===== src/rtl/mips_irq_ctrl.sv =====
// mips_irq_ctrl: multi-channel interrupt controller in front of the MIPS core.
// Edge/level latching, mask, fixed priority with nesting, ir/eret tracking.
module mips_irq_ctrl #(
  parameter int unsigned NUM_IRQ         = 8,
  parameter logic [31:0] VEC_BASE        = 32'h0000_0100,
  parameter int unsigned VEC_STRIDE_LOG2 = 3
) (
  input  logic               clk,
  input  logic               rst,
  input  logic [NUM_IRQ-1:0] irq_src,
  input  logic               cfg_wen,
  input  logic [1:0]         cfg_addr,
  input  logic [31:0]        cfg_din,
  output logic [31:0]        cfg_dout,
  output logic               interrupt,
  output logic [4:0]         irq_id,
  output logic [31:0]        irq_vector,
  input  logic               ir,
  input  logic               eret
);

  typedef logic [NUM_IRQ-1:0] vec_t;

  vec_t       mask_q, mask_d;
  vec_t       mode_q, mode_d;
  vec_t       pend_q, pend_d;
  vec_t       isr_q, isr_d;
  vec_t       src_q;
  logic       int_q, int_d;
  logic [4:0] id_q, id_d;

  vec_t       wdata;
  logic       wr_mask, wr_mode, wr_clr, wr_set;
  vec_t       edge_set, lvl_set, sw_set, sw_clr;
  vec_t       acc_oh, isr_low, below, elig;
  logic       accept, any_elig;
  logic [4:0] sel;

  assign wdata = cfg_din[NUM_IRQ-1:0];

  generate
    if (NUM_IRQ < 32) begin : g_unused
      logic unused_din;
      assign unused_din = ^cfg_din[31:NUM_IRQ];
    end
  endgenerate

  always_comb begin
    wr_mask = 1'b0;
    wr_mode = 1'b0;
    wr_clr  = 1'b0;
    wr_set  = 1'b0;
    if (cfg_wen) begin
      unique case (cfg_addr)
        2'd0: wr_mask = 1'b1;
        2'd1: wr_mode = 1'b1;
        2'd2: wr_clr  = 1'b1;
        2'd3: wr_set  = 1'b1;
      endcase
    end
  end

  always_comb begin
    cfg_dout = '0;
    unique case (cfg_addr)
      2'd0: cfg_dout = 32'(mask_q);
      2'd1: cfg_dout = 32'(mode_q);
      2'd2: cfg_dout = 32'(pend_q);
      2'd3: cfg_dout = 32'(isr_q);
    endcase
  end

  // Nesting: only channels above the highest-priority in-service one compete.
  assign isr_low = isr_q & (~isr_q + vec_t'(1));
  assign below   = (isr_q == '0) ? '1 : (isr_low - vec_t'(1));
  assign elig    = pend_q & mask_q & below;
  assign any_elig = |elig;

  always_comb begin
    sel = '0;
    for (int i = NUM_IRQ - 1; i >= 0; i--) begin
      if (elig[i]) sel = 5'(i);
    end
  end

  assign accept   = ir & int_q;
  assign acc_oh   = accept ? (vec_t'(1) << id_q) : '0;
  assign edge_set = irq_src & ~src_q & mode_q;
  assign lvl_set  = irq_src & ~mode_q;
  assign sw_set   = wr_set ? wdata : '0;
  assign sw_clr   = wr_clr ? wdata : '0;

  always_comb begin
    mask_d = wr_mask ? wdata : mask_q;
    mode_d = wr_mode ? wdata : mode_q;
    pend_d = (pend_q & ~(sw_clr | acc_oh))
           | edge_set | lvl_set | sw_set;
    isr_d  = (isr_q & ~(eret ? isr_low : '0)) | acc_oh;
    int_d  = any_elig & ~ir;
    id_d   = any_elig ? sel : id_q;
  end

  always_ff @(posedge clk) begin
    if (rst) begin
      mask_q <= '0;
      mode_q <= '0;
      pend_q <= '0;
      isr_q  <= '0;
      src_q  <= '0;
      int_q  <= 1'b0;
      id_q   <= '0;
    end else begin
      mask_q <= mask_d;
      mode_q <= mode_d;
      pend_q <= pend_d;
      isr_q  <= isr_d;
      src_q  <= irq_src;
      int_q  <= int_d;
      id_q   <= id_d;
    end
  end

  assign interrupt  = int_q;
  assign irq_id     = id_q;
  assign irq_vector = VEC_BASE + (32'(id_q) << VEC_STRIDE_LOG2);

endmodule

===== config.mk =====
export PLATFORM = sky130hd
export DESIGN_NAME = mips_irq_ctrl
export DESIGN_NICKNAME = d
export VERILOG_FILES = /design/src/rtl/mips_irq_ctrl.sv
export SDC_FILE = /design/constraint.sdc
export NUM_CORES = 1
export LEC_CHECK = 0
export ABC_AREA = 0
export CORE_UTILIZATION = 41
export DETAILED_ROUTE_END_ITERATION = 6
export GPL_ROUTABILITY_DRIVEN = 0
export PLACE_DENSITY = 0.8
export SLEW_MARGIN = 20
export SYNTH_ARGS = -nofsm -noshare
export SYNTH_HDL_FRONTEND = slang
export SYNTH_SLANG_ARGS = --single-unit

===== constraint.sdc =====
create_clock -name clk -period 2.76 [get_ports clk]
set_input_delay 0.828 -clock clk [delete_from_list [all_inputs] [get_ports clk]]
set_output_delay 0.828 -clock clk [all_outputs]
set_load 0.005 [all_outputs]

==> out/results.tsv <==
metric	value	unit
status	finished clean	
synthesis warning total	0	
maximum fanout encountered on the critical timing path	4	
dominant combinational cell family by area after synthesis	buffers and inverters	
VDD IR max	0.299	mV
number of antenna violations at the first check in global routing	0	
Detailed Routing Iterations Pass 1	4	
initial core utilization	43.6	%
Longest Clk Path Bufs	2	
critical path data required time	1930	ps
Worst-path clk slew	80	ps
total grt overflow	0	
routed vias	1882	
Syn Area/Cell	8.99	µm²
vias in the first global route	1717	
total I/O pin count	117	
crit share post-route	98.8	%
Core Rows	27	
area growth from synthesis to layout	17.2	%
Total Power	1.56	mW
CTS Root Cell	sky130_fd_sc_hd__clkbuf_8	
Fmax	0.367	GHz
total of flip-flops plus latches after synthesis	44	
maximum number of pins on one net before global-route repair	23	
Seq/Total Area, Yosys	35.8	%
Cell Area, Synth	2460	µm²
final hold violation count	0	
share of the synthesized area in the top cell type	35.8	%
DRT antenna net count	0	
fraction of registers with async set/reset	0	%
area enclosed by the die boundary	6320	µm²
min cycle time layout	2730	ps
dominant register cell in the synthesized netlist	sky130_fd_sc_hd__dfxtp_1	
power density cells	539	nW/µm²
Std-Cell Core Area	5640	µm²
pins over their slew limit	0	
number of design rule violations left after detail routing	0	
nets	358	
Final HPWL DP	3550	µm
Detailed Route Iter0 Violations	108	
CP max stage cell	sky130_fd_sc_hd__mux4_2	
clock buffer count from CTS	5	
mux share of post-synthesis cell area	14.0	%
TritonCTS clock tree	done	
slack of the worst reg-to-reg path	910	ps
leakage component of the power	1.25	nW
compound-gate portion of the synthesized area	11.9	%
gr usage total	16.9	%
final routed wire length divided by cell count	12.9	µm
unrepaired setup endpoints after global routing	no	
fraction of final layout cells sized beyond drive strength 1	10.9	%
post-placement worst setup slack	-606	ps
horizontal die dimension	79.5	µm
Worst Path Class, Setup	input pin to output pin	
setup clock skew after layout	4.56	ps
vias per cell	4.90	
worst setup margin	33.0	ps
number of sinks handled by clock tree synthesis	44	
die span in y	79.5	µm
post-synthesis share of cell area spent on xor and xnor gates	0	%
worst min-delay path class	flop to flop	
setup-violating endpoint count in the final report	0	
number of H-tree levels	2	
data arrival at the endpoint of the critical path	1900	ps
adder-cell area share of the yosys netlist	0	%
post-synthesis simple-gate area fraction	17.7	%
capturing element type of the critical path	output pin	
number of max-cap violations	0	
most area-consuming cells after synthesis	sky130_fd_sc_hd__dfxtp_1 36%, sky130_fd_sc_hd__buf_4 18%, sky130_fd_sc_hd__mux2i_1 6.5%	
library cells used by synthesis	36	
routed wire length	4950	µm
# diodes	0	
critical path launch point type	input pin	
worst path cell trace	buf_4, bufbuf_16, mux4_2, clkdlybuf4s15_1	
global-route wire length before repair	8150	µm
number of enable-type register cells in the synthesized netlist	0	
Worst path max stage delay	490	ps
synthesized netlist cell count	274	
# port buffers	37	
fillers	510	
insertion delay to the later sink of the worst-skew pair	300	ps
dominant cell type by area after synthesis	sky130_fd_sc_hd__dfxtp_1	
power by group:
group / total, mW / internal, mW / leakage [nW] / switching (mW)
logic: 0.195 / 0.104 / 0.807 / 0.0910
registers: 0.683 / 0.661 / 0.361 / 0.0216
clock network: 0.678 / 0.452 / 0.0784 / 0.226
cells in the final DEF, fill, tap and decap left out:
cell	count
sky130_fd_sc_hd__inv_1	2
sky130_fd_sc_hd__nand2_1	34
sky130_fd_sc_hd__o21ai_0	3
sky130_fd_sc_hd__nor2b_1	10
sky130_fd_sc_hd__nor2_1	20
sky130_fd_sc_hd__clkbuf_8	5
sky130_fd_sc_hd__a31oi_1	1
sky130_fd_sc_hd__mux4_2	8
sky130_fd_sc_hd__and3b_2	1
sky130_fd_sc_hd__a311oi_1	2
sky130_fd_sc_hd__a22oi_1	9
sky130_fd_sc_hd__bufinv_16	3
sky130_fd_sc_hd__and3_2	1
sky130_fd_sc_hd__conb_1	55
sky130_fd_sc_hd__or3b_2	1
sky130_fd_sc_hd__a211o_1	1
sky130_fd_sc_hd__nand3b_1	4
sky130_fd_sc_hd__a21oi_1	18
sky130_fd_sc_hd__buf_4	7
sky130_fd_sc_hd__nand3_1	11
sky130_fd_sc_hd__buf_2	1
sky130_fd_sc_hd__dlygate4sd2_1	6
sky130_fd_sc_hd__or3_4	1
sky130_fd_sc_hd__a32o_1	1
sky130_fd_sc_hd__clkdlybuf4s15_1	2
sky130_fd_sc_hd__and3_1	1
sky130_fd_sc_hd__mux2i_1	16
sky130_fd_sc_hd__dfxtp_1	44
sky130_fd_sc_hd__clkdlybuf4s50_1	27
sky130_fd_sc_hd__o31ai_2	1
sky130_fd_sc_hd__nor3_1	1
sky130_fd_sc_hd__or4_4	1
sky130_fd_sc_hd__a211oi_1	4
sky130_fd_sc_hd__and3b_1	2
sky130_fd_sc_hd__a311o_1	1
sky130_fd_sc_hd__bufbuf_16	1
sky130_fd_sc_hd__nor3b_1	1
sky130_fd_sc_hd__buf_12	2
sky130_fd_sc_hd__a21bo_2	1
sky130_fd_sc_hd__a21boi_0	2
per-stage QoR:
stage	TNS (ps)	hold WS, ps	cell area (µm²)	instances	utilization [%]
final	0	485	2890	384	51.1
after global routing	0	525	2890	384	51.1
after CTS	0	485	2890	384	51.3
after detailed placement	-4340	473	2700	373	47.8
after global placement	-4320	468	2700	373	47.8
after floorplan	0	452	2660	327	-
Yosys cell counts (2+ instances only):
library cell / instances
sky130_fd_sc_hd__nand3b_1: 4
sky130_fd_sc_hd__a21oi_1: 18
sky130_fd_sc_hd__a22oi_1: 9
sky130_fd_sc_hd__a21boi_0: 2
sky130_fd_sc_hd__dfxtp_1: 44
sky130_fd_sc_hd__clkbuf_1: 6
sky130_fd_sc_hd__a311oi_1: 2
sky130_fd_sc_hd__o21ai_0: 3
sky130_fd_sc_hd__nor2_1: 20
sky130_fd_sc_hd__nand3_1: 11
sky130_fd_sc_hd__mux4_2: 7
sky130_fd_sc_hd__mux2i_1: 16
sky130_fd_sc_hd__buf_4: 59
sky130_fd_sc_hd__nor2b_1: 10
sky130_fd_sc_hd__inv_1: 2
sky130_fd_sc_hd__buf_2: 3
sky130_fd_sc_hd__a211oi_1: 4
sky130_fd_sc_hd__nand2_1: 34
sky130_fd_sc_hd__conb_1: 2
sky130_fd_sc_hd__and3b_1: 2
critical path: cells and delay by family:
kind                   cells  cell delay, ps
buffers and inverters      3             580
multiplexers               1             490
per-layer routing:
metal	GRT usage, %	vias up	part of all wire [%]
li1	-	908	-
met1	21.5	875	44
met2	27.9	90	47
met3	3.09	9	6.6
met4	7.09	0	1.8
met5	0	-	0
worst paths after layout:
| check | startpoint | endpoint | depth (start not counted) |
|---|---|---|---|
| hold reg to reg | pend_q[6] | pend_q[6] | 2 |
| hold / removal | pend_q[6] | pend_q[6] | 2 |
| setup reg to reg | isr_q[0] | irq_id[0] | 4 |
| setup / recovery | cfg_addr[1] | cfg_dout[6] | 4 |
state kept, by name, indices dropped and copies added, names as in the netlist:
signal,count
isr_q,8
mask_q,8
mode_q,8
pend_q,8
src_q,8
irq_id,3
interrupt,1
cell type report:
class / instances / area, µm² / share of cell area, %
clock buffer: 5 / 68.8 / 2.39
inverter: 2 / 7.51 / 0.260
tap: 72 / 90.1 / 3.12
clock inverter: 3 / 90.1 / 3.12
sequential: 44 / 881 / 30.5
timing repair buffer: 46 / 473 / 16.4
multi-input combinational: 212 / 1270 / 44.2
cell families after synthesis:
logic type,after synthesis
flip-flops,44
buffers and inverters,71
other,2
AO/OA/AOI/OAI,44
multiplexers,24
AND/OR/NAND/NOR,89
what timing repair did:
| item | CTS | global route |
|---|---|---|
| hold buffers | 0 | 0 |
| resized for setup | 19 | 1 |
| buffers inserted | 2 | 0 |
| gates cloned | 1 | 0 |
| pin swaps | 0 | 0 |
| setup endpoints to repair | 8 | 1 |
No activity file was read; power rests on OpenSTA's default activity.
==> RTL change: new RTL, config.mk and constraints unchanged <==
Reset style: asynchronous (`rst`), changed in one clocked block.
--- a/src/rtl/mips_irq_ctrl.sv
+++ b/src/rtl/mips_irq_ctrl.sv
@@ -102,3 +102,3 @@
 
-  always_ff @(posedge clk) begin
+  always_ff @(posedge clk or posedge rst) begin
     if (rst) begin
Formal check against the unedited RTL: differs if rst is asserted again (counterexample within 4 cycles, from zero or initial values and one cycle with rst high); with rst held inactive, the same outputs for 4 cycles.
==> RTL change against the unedited design <==
Worst setup slack improved by 0.026 ns; final area increased by 1.2%; sequential cell count stayed put; cell count is 4.7% lower; wire length down 5.4%; sequential share of layout area grew 7.2 points; synthesized area increased by 1.7%; largest cell class unchanged.
Power is not compared: it rests on default switching activity, and its combinational part moved more than twofold at a synthesized area within 25%.
==> RTL change: results (changes against the unedited design) <==
stage,metric,value,unit,change
run_status,outcome,"complete, no violations",,unchanged
synth,"Seq/Total Area, Yosys",0.440,,was 0.358
synth,mux cell area share after synthesis,0.144,,was 0.140
setup_path,crit-path max FO,6,,was 4
placed_design,Post-DP Area,2800,um^2,was 2700 um^2
synth,"top cells by area, synth","dfrtp_1 (44%), buf_4 (17%), nand2_1 (7.3%)",,"was dfxtp_1 (36%), buf_4 (18%), mux2i_1 (6.5%)"
synth,Yosys cell types,29,,was 36
final_layout,share of cells above drive strength 1,0.172,,was 0.109
placed_design,Placed Cells,357,,was 373
detailed_routing,WL/cell,12.8,um,was 12.9 um
worst_hold_path,hold path startpoint,isr_q[7],,was pend_q[6]
setup_path,worst r2r path cells,5,,was 4
timing,clk_skew,0.00413,ns,was 0.00456 ns
setup_path,Worst Setup EP,cfg_dout[4],,was cfg_dout[6]
timing,worst hold slack,0.515,ns,was 0.485 ns
synth,Main synth FF type,dfrtp_1,,was dfxtp_1
placed_design,Post-Place Worst Slack,-0.546,ns,was -0.606 ns
detailed_routing,detail-routed via count per cell,4.87,,was 4.90
final_layout,fin cells,366,,was 384
setup_path,critical path's largest stage delay,0.51,ns,was 0.49 ns
synth,top post-synthesis cells by count,"buf_4 (58), nand2_1 (49), dfrtp_1 (44), mux2_2 (16), nand3_1 (12)",,"was buf_4 (59), dfxtp_1 (44), nand2_1 (34), nor2_1 (20), a21oi_1 (18)"
setup_path,r2r endpoint,irq_id[0],,unchanged
final_layout,Post-layout nets,338,,was 358
placed_design,Detail Placement HPWL,3.52,mm,was 3.55 mm
global_routing,largest net degree at the start of global routing,45,,was 23
[RTL change: cell count changes after synthesis, sizes merged, moves of 4 or more]
cell,delta
nand2,+15
nor2,-15
o21ai,+4
dfxtp,-44
dfrtp,+44
a21oi,-14
mux2i,-16
mux2,+16
a22oi,-9
nor2b,-8
a32oi,+9
[RTL change: layer usage]
layer	global-route usage	wire length, um	share of wire	vias up
met4	0.0429	41	0.0088	0
met5	0	0	0	-
li1	-	-	-	832
met3	0.0432	258	0.055	5
met1	0.219	2190	0.47	869
met2	0.253	2190	0.47	76
[RTL change: what timing repair did]
action / 4_1_cts / 5_1_grt
endpoints found under the hold margin: 0 / 0
resized for setup: 20 / 0
endpoints found under the setup margin: 8 / 0
setup buffers: 1 / 0
[RTL change: final cells by class]
class                   count  area (um^2)  area share
clock buffers               7         96.3      0.0330
well taps                  75         93.8      0.0321
multi-input cells         186         1130       0.386
repair buffers             50          485       0.166
inverters                   4         15.0     0.00514
flip-flops and latches     44         1100       0.377
